<file path="src/rtl/neuron_mac_seq.sv">
// Sequential sign-magnitude neuron: one lane MAC per clock, then scale, optional ReLU, saturate.
// Latency: ready_signal rises N_INPUTS+1 edges after the accepting edge; accept-to-accept is N_INPUTS+3 cycles.
// Backpressure: none downstream; start_signal is only honoured in IDLE, ignored (not queued) while busy.
//
// Ports:
//   clk, rst           rising-edge clock, synchronous active-high reset
//   start_signal       request, sampled only in IDLE
//   relu_en            captured with start: 1 clamps negative results to +0
//   inputs, weights    N_INPUTS packed sign-magnitude lanes, lane i at [i*DATA_W +: DATA_W]
//   out                sign-magnitude result, held until the next result or reset
//   ready_signal       one-cycle pulse marking a new out value
//   busy               high from the accepting edge until the FSM returns to IDLE
module neuron_mac_seq #(
  parameter int N_INPUTS = 8,
  parameter int DATA_W   = 8,
  parameter int SHIFT    = 0
) (
  input  logic                         clk,
  input  logic                         rst,
  input  logic                         start_signal,
  input  logic                         relu_en,
  input  logic [N_INPUTS*DATA_W-1:0]   inputs,
  input  logic [N_INPUTS*DATA_W-1:0]   weights,
  output logic [DATA_W-1:0]            out,
  output logic                         ready_signal,
  output logic                         busy
);

  localparam int MAG_W  = DATA_W - 1;
  localparam int PROD_W = 2 * MAG_W;
  // One guard bit per doubling of lanes plus a sign bit: the sum cannot overflow.
  localparam int ACC_W  = PROD_W + $clog2(N_INPUTS) + 1;
  localparam int IDX_W  = (N_INPUTS > 1) ? $clog2(N_INPUTS) : 1;

  localparam logic [ACC_W-1:0] MAG_MAX  = (ACC_W'(1) << MAG_W) - ACC_W'(1);
  localparam logic [IDX_W-1:0] IDX_LAST = IDX_W'(N_INPUTS - 1);

  typedef enum logic [1:0] {
    S_IDLE,
    S_MAC,
    S_ACT,
    S_DONE
  } state_t;

  state_t state, state_nxt;

  logic [DATA_W-1:0] x_q [N_INPUTS];
  logic [DATA_W-1:0] w_q [N_INPUTS];
  logic              relu_q;
  logic [IDX_W-1:0]  idx;
  logic [ACC_W-1:0]  acc;

  // ---------------------------------------------------------------- FSM
  always_ff @(posedge clk) begin
    if (rst) begin
      state <= S_IDLE;
    end else begin
      state <= state_nxt;
    end
  end

  always_comb begin
    state_nxt    = state;
    busy         = 1'b0;
    ready_signal = 1'b0;
    case (state)
      S_IDLE: begin
        if (start_signal) begin
          state_nxt = S_MAC;
        end
      end
      S_MAC: begin
        busy = 1'b1;
        if (idx == IDX_LAST) begin
          state_nxt = S_ACT;
        end
      end
      S_ACT: begin
        busy      = 1'b1;
        state_nxt = S_DONE;
      end
      S_DONE: begin
        busy         = 1'b1;
        ready_signal = 1'b1;
        state_nxt    = S_IDLE;
      end
      default: begin
        state_nxt = S_IDLE;
      end
    endcase
  end

  // ---------------------------------------------------------- lane product
  logic [DATA_W-1:0] cur_x, cur_w;
  logic [PROD_W-1:0] prod_mag;
  logic              prod_neg;
  logic [ACC_W-1:0]  prod_ext;
  logic [ACC_W-1:0]  prod_term;

  assign cur_x    = x_q[idx];
  assign cur_w    = w_q[idx];
  assign prod_mag = PROD_W'(cur_x[MAG_W-1:0]) * PROD_W'(cur_w[MAG_W-1:0]);
  // A zero magnitude (including negative-zero operands) always contributes +0.
  assign prod_neg  = (cur_x[DATA_W-1] ^ cur_w[DATA_W-1]) && (prod_mag != '0);
  assign prod_ext  = ACC_W'(prod_mag);
  assign prod_term = prod_neg ? (~prod_ext + ACC_W'(1)) : prod_ext;

  // ------------------------------------------------ scale / activate / clip
  logic signed [ACC_W-1:0] acc_s;
  logic signed [ACC_W-1:0] scaled;
  logic                    scaled_neg;
  logic [ACC_W-1:0]        abs_val;
  logic [DATA_W-1:0]       result;

  assign acc_s      = acc;
  assign scaled     = acc_s >>> SHIFT;   // arithmetic shift floors toward -inf
  assign scaled_neg = scaled[ACC_W-1];
  assign abs_val    = scaled_neg ? $unsigned(-scaled) : $unsigned(scaled);

  always_comb begin
    result = '0;
    if (relu_q && scaled_neg) begin
      result = '0;
    end else if (abs_val > MAG_MAX) begin
      result = {scaled_neg, {MAG_W{1'b1}}};
    end else if (abs_val != '0) begin
      result = {scaled_neg, abs_val[MAG_W-1:0]};
    end
  end

  // ------------------------------------------------------------- datapath
  always_ff @(posedge clk) begin
    if (rst) begin
      acc    <= '0;
      idx    <= '0;
      out    <= '0;
      relu_q <= 1'b0;
    end else begin
      case (state)
        S_IDLE: begin
          if (start_signal) begin
            // Operands are captured so the upstream layer is free to move on.
            for (int i = 0; i < N_INPUTS; i++) begin
              x_q[i] <= inputs[i*DATA_W +: DATA_W];
              w_q[i] <= weights[i*DATA_W +: DATA_W];
            end
            relu_q <= relu_en;
            acc    <= '0;
            idx    <= '0;
          end
        end
        S_MAC: begin
          acc <= acc + prod_term;
          idx <= (idx == IDX_LAST) ? '0 : idx + IDX_W'(1);
        end
        S_ACT: begin
          out <= result;
        end
        default: begin
        end
      endcase
    end
  end

endmodule

</file>
<file path="config.mk">
export PLATFORM = sky130hd
export DESIGN_NAME = neuron_mac_seq
export DESIGN_NICKNAME = d
export VERILOG_FILES = /design/src/rtl/neuron_mac_seq.sv
export SDC_FILE = /design/constraint.sdc
export NUM_CORES = 1
export LEC_CHECK = 0
export CORE_MARGIN = 1
export CORE_UTILIZATION = 45
export CTS_BUF_LIST = sky130_fd_sc_hd__clkbuf_16
export CTS_CLUSTER_DIAMETER = 120
export CTS_CLUSTER_SIZE = 14
export DETAILED_ROUTE_END_ITERATION = 8
export PLACE_DENSITY = 0.69
export SYNTH_ARGS = -nofsm -noshare
export SYNTH_HDL_FRONTEND = slang
export SYNTH_SLANG_ARGS = --single-unit
</file>
<file path="constraint.sdc">
create_clock -name clk -period 17.75 [get_ports clk]
set_clock_uncertainty 0.05 [all_clocks]
set_input_delay 5.325 -clock clk [delete_from_list [all_inputs] [get_ports clk]]
set_output_delay 5.325 -clock clk [all_outputs]
set_load 0.01 [all_outputs]
</file>
# After elaboration in Yosys (flattened, before gate mapping)
# Memories as Yosys holds them, arrays and structs flattened. A register that Yosys moved wholly into a read port is not among the register bits.
# Index checks and enable logic that the tools add are counted.
# totals
elab_cells,54
ram_bits,128
output_inout_bits,10
ff_bits,32
mem_count,2
# op_classes
magnitude_cmp,1
addsub,4
n_eq_ne,6
mul,1
muxes,23
bitwise,2
reduce_logical,10
# memory_table
name,depth,word_bits,rd,rd_ports_with_merged_regs,wr,line,text
w_q,8,8,1,1,8,48,logic [DATA_W-1:0] w_q [N_INPUTS];
x_q,8,8,1,1,8,47,logic [DATA_W-1:0] x_q [N_INPUTS];
# ops
operator,count
18-bit two-way mux,3
18-bit case mux with 2 select lines,1
8-bit two-way mux,3
18-bit by 1-bit adder with 18-bit output (second input constant),1
18-bit adder,1
18-bit by 7-bit > comparator with 1-bit output (second input constant),1
3-bit two-way mux,6
18-bit negation,1
14-bit NOT with 18-bit output,1
18-bit nonzero test,1
7-bit by 7-bit multiplier with 14-bit output,1
14-bit nonzero test,1
2-bit case mux with 4 select lines,1
1-bit two-way mux,6
3-bit case mux with 2 select lines,1
2-bit AND reduction,3
2-bit equality test (second input constant),2
2-bit two-way mux,2
2-bit inequality test (second input constant),2
3-bit by 1-bit adder with 3-bit output (second input constant),1
3-bit equality test (second input constant),1
3-bit OR reduction,1
2-bit by 1-bit equality test with 1-bit output (second input constant),1
1-bit logical AND,2
other kinds (3),3

# Longest topological paths before layout
# depth
word_depth,6
depth_mapped,35
depth_no_buf,31

# Worst setup path after synthesis
# No wires, ideal clock.
# synth_timing
kind,input to register
start,input rst
end,"memory w_q[0][0], enable pin"
path_buffers,2
arrival_time_ns,11.032
stages,3
slack_ns,6.052
setup_ns,0.616
cell_sequence,clkbuf_1 clkbuf_1 nor2_1
# synth_rtl
item,line,text
start: declaration,19,"input logic rst,"
end: declaration,48,

==> flow_summary.toml <==
[run_status]
status = "finished, final reports clean"

[sta]
fmax_mhz = 111
slew_headroom_pct = 29.3
min_period_ps = 9000
finalSetupTns_ps = 0
period_share_pct = 50.7
hold_ws_ps = 440
worst_pin_slew_ps = 1060
report.final.hold_viol_count = 0
rsz0062_at_grt = "false"
drv_slew = 0
report.final.setup_viol = 0

[placement]
dp.cells = 1118
gp_congestion = 0.861
port_buffers = 141
dpl.hpwl_mm = 14.2

[global_route]
grt_max_degree = 86
track_usage_pct = 18.9
grt_pass1_wl_mm = 29.7
antenna_found_initial = 0
grt_overflow = 0
grt_pass1_vias = 5937

[critical_path]
crit_required_ps = 18000
cpPeakStageDelay_ps = 640
end_kind = "register"
cp_num_buf_inv = 5
path_depth = 31
r2r_cells = 31
cpMostUsedCell = "fa_1"
cpMaxStageDelayCell = "mux2i_1"
critPathKind = "register to register"
worstPathMaxFanout = 30
crit_family = "adder cells"
critical_path_arrival_ps = 9250
worst_setup_path_start_kind = "register"

[cells_and_area]
antenna-diode-count = 0
layout_commonest_cell = "clkdlybuf4s50_1"
drive_gt1_share_pct = 12.1
area.growth.synth_to_final_pct = 25.3
nets = 1088
multi_input_area_um2 = 4360
layout_common_cells = "clkdlybuf4s50_1, edfxtp_1, nor2_1, ha_1, inv_1"
fin_cells = 1150
fillers = 1604
seq_area_um2 = 4550

[floorplan]
dieArea_um2 = 20900
dieHeight_um = 145
initial_core_util_pct = 46.4
rows = 51
die_w_um = 145
ioPinCount = 142
core_um2 = 19700

[yosys]
syn_area_per_cell_um2 = 12.6
netlist_area_um2 = 9140
synth_nets = 942
async_reset_ff_share_pct = 0
ys.warnings.count = 0
synthFlopType = "edfxtp_1"
ys_types = 67
ys_seq_area_share_pct = 49.7
synth_seq_cells = 163
netlist_instances = 726
synth-edff-count = 128

[clock_network]
cts_made_buffers = 17
clk_pin_slew_ps = 80
cts_resized = 0
cts_sinks = 163
htreeDepth = 4
cts_tree = "built"
clockRootBuffer = "clkbuf_16"
clockBufferDepth = 2
postCtsSetupBuffers = 0
clock_latency_ps = 420
cts_hold_buf = 0

[run]
max_cap_violations = 0

[hold_path]
hold_path_class = "register to register"
holdPathStages = 2

[routing]
postRouteAntennaNets = 0
met3_length_um = 762
drt-met1-wl_mm = 8.51
drc = 0
drt_iter0_markers = 310
dr.pass1.iters = 5
wl_met2_mm = 9.18
vias = 6077
viasPerCell = 5.28
routedWlPerCell_um = 16.3
route.top_layer_used = "met4"
drt-total-wl_mm = 18.7
-- tightest hold or removal path: cells and delay by family, from the launching register on --
family	cells	cell delay (ps)
DFF	1	330
and+or+nand+nor	1	70
AOI/OAI and AO/OA	1	60
-- flip-flops by register name (all words and copies together), names as in the netlist, named ones only --
name,flops
idx,3
x_q,64
acc,18
out,8
relu_q,1
w_q,64
state,2
-- area by class of cell --
cell class,instances,share of cell area (%)
sequential,163,39.7
multi-input combinational,500,38.0
timing repair buffer,148,12.8
clock buffer,17,3.71
tap,265,2.89
clock inverter,15,1.56
inverter,42,1.38
-- cells by family (layout without fill, tap and decap cells) --
group                    Yosys count  in the layout  share of synthesized area, %
AND/OR/NAND/NOR                  197            197                          10.2
buffers and inverters             63            222                          2.72
AO/OA/AOI/OAI                    128            128                          9.92
XOR/XNOR                          41             41                          3.93
flip-flops                       163            163                          49.7
multiplexers                      50             50                          9.93
adder cells (fa/ha/maj)           84             84                          13.5
-- routing by layer --
metal | vias to the layer above | track usage [%]
met4 | 0 | 6.70
met3 | 17 | 3.28
met5 | - | 0
met1 | 2921 | 25.8
li1 | 2999 | -
met2 | 140 | 30.1
-- cell usage after synthesis (11+ instances only) --
master      n  area, µm²
ha_1       59        738
nand2_1    31        116
a22oi_1    18        135
mux4_2     32        721
clkbuf_1   13       48.8
inv_1      41        154
fa_1       25        500
xor2_1     15        131
a21oi_1    31        155
dfxtp_1    35        701
or2_2      14       87.6
nand3_1    11       55.1
mux2i_1    16        160
xnor2_1    26        228
nor2_1     90        338
edfxtp_1  128       3840
-- final timing paths --
path / endpoint / slack, ps / startpoint
worst max-delay path: acc[14] / 8750 / register
worst min-delay path: out[5] / 440 / out[5]
worst max register to register: acc[14] / 8750 / register
worst min register to register: out[5] / 440 / out[5]
-- per-stage QoR --
| step | area [µm²] | util (%) | setup WS [ps] |
|---|---|---|---|
| after floorplan | 9140 | - | 6050 |
| after global placement | 10900 | 55.1 | 8930 |
| after detailed placement | 10900 | 55.1 | 8750 |
| after CTS | 11500 | 58.1 | 8700 |
| after global routing | 11500 | 58.1 | 8110 |
| final | 11500 | 58.1 | 8750 |
Power is left out: the tool's default activity adds up to more than one toggle a clock period on the data nets, which glitch-free logic cannot reach.
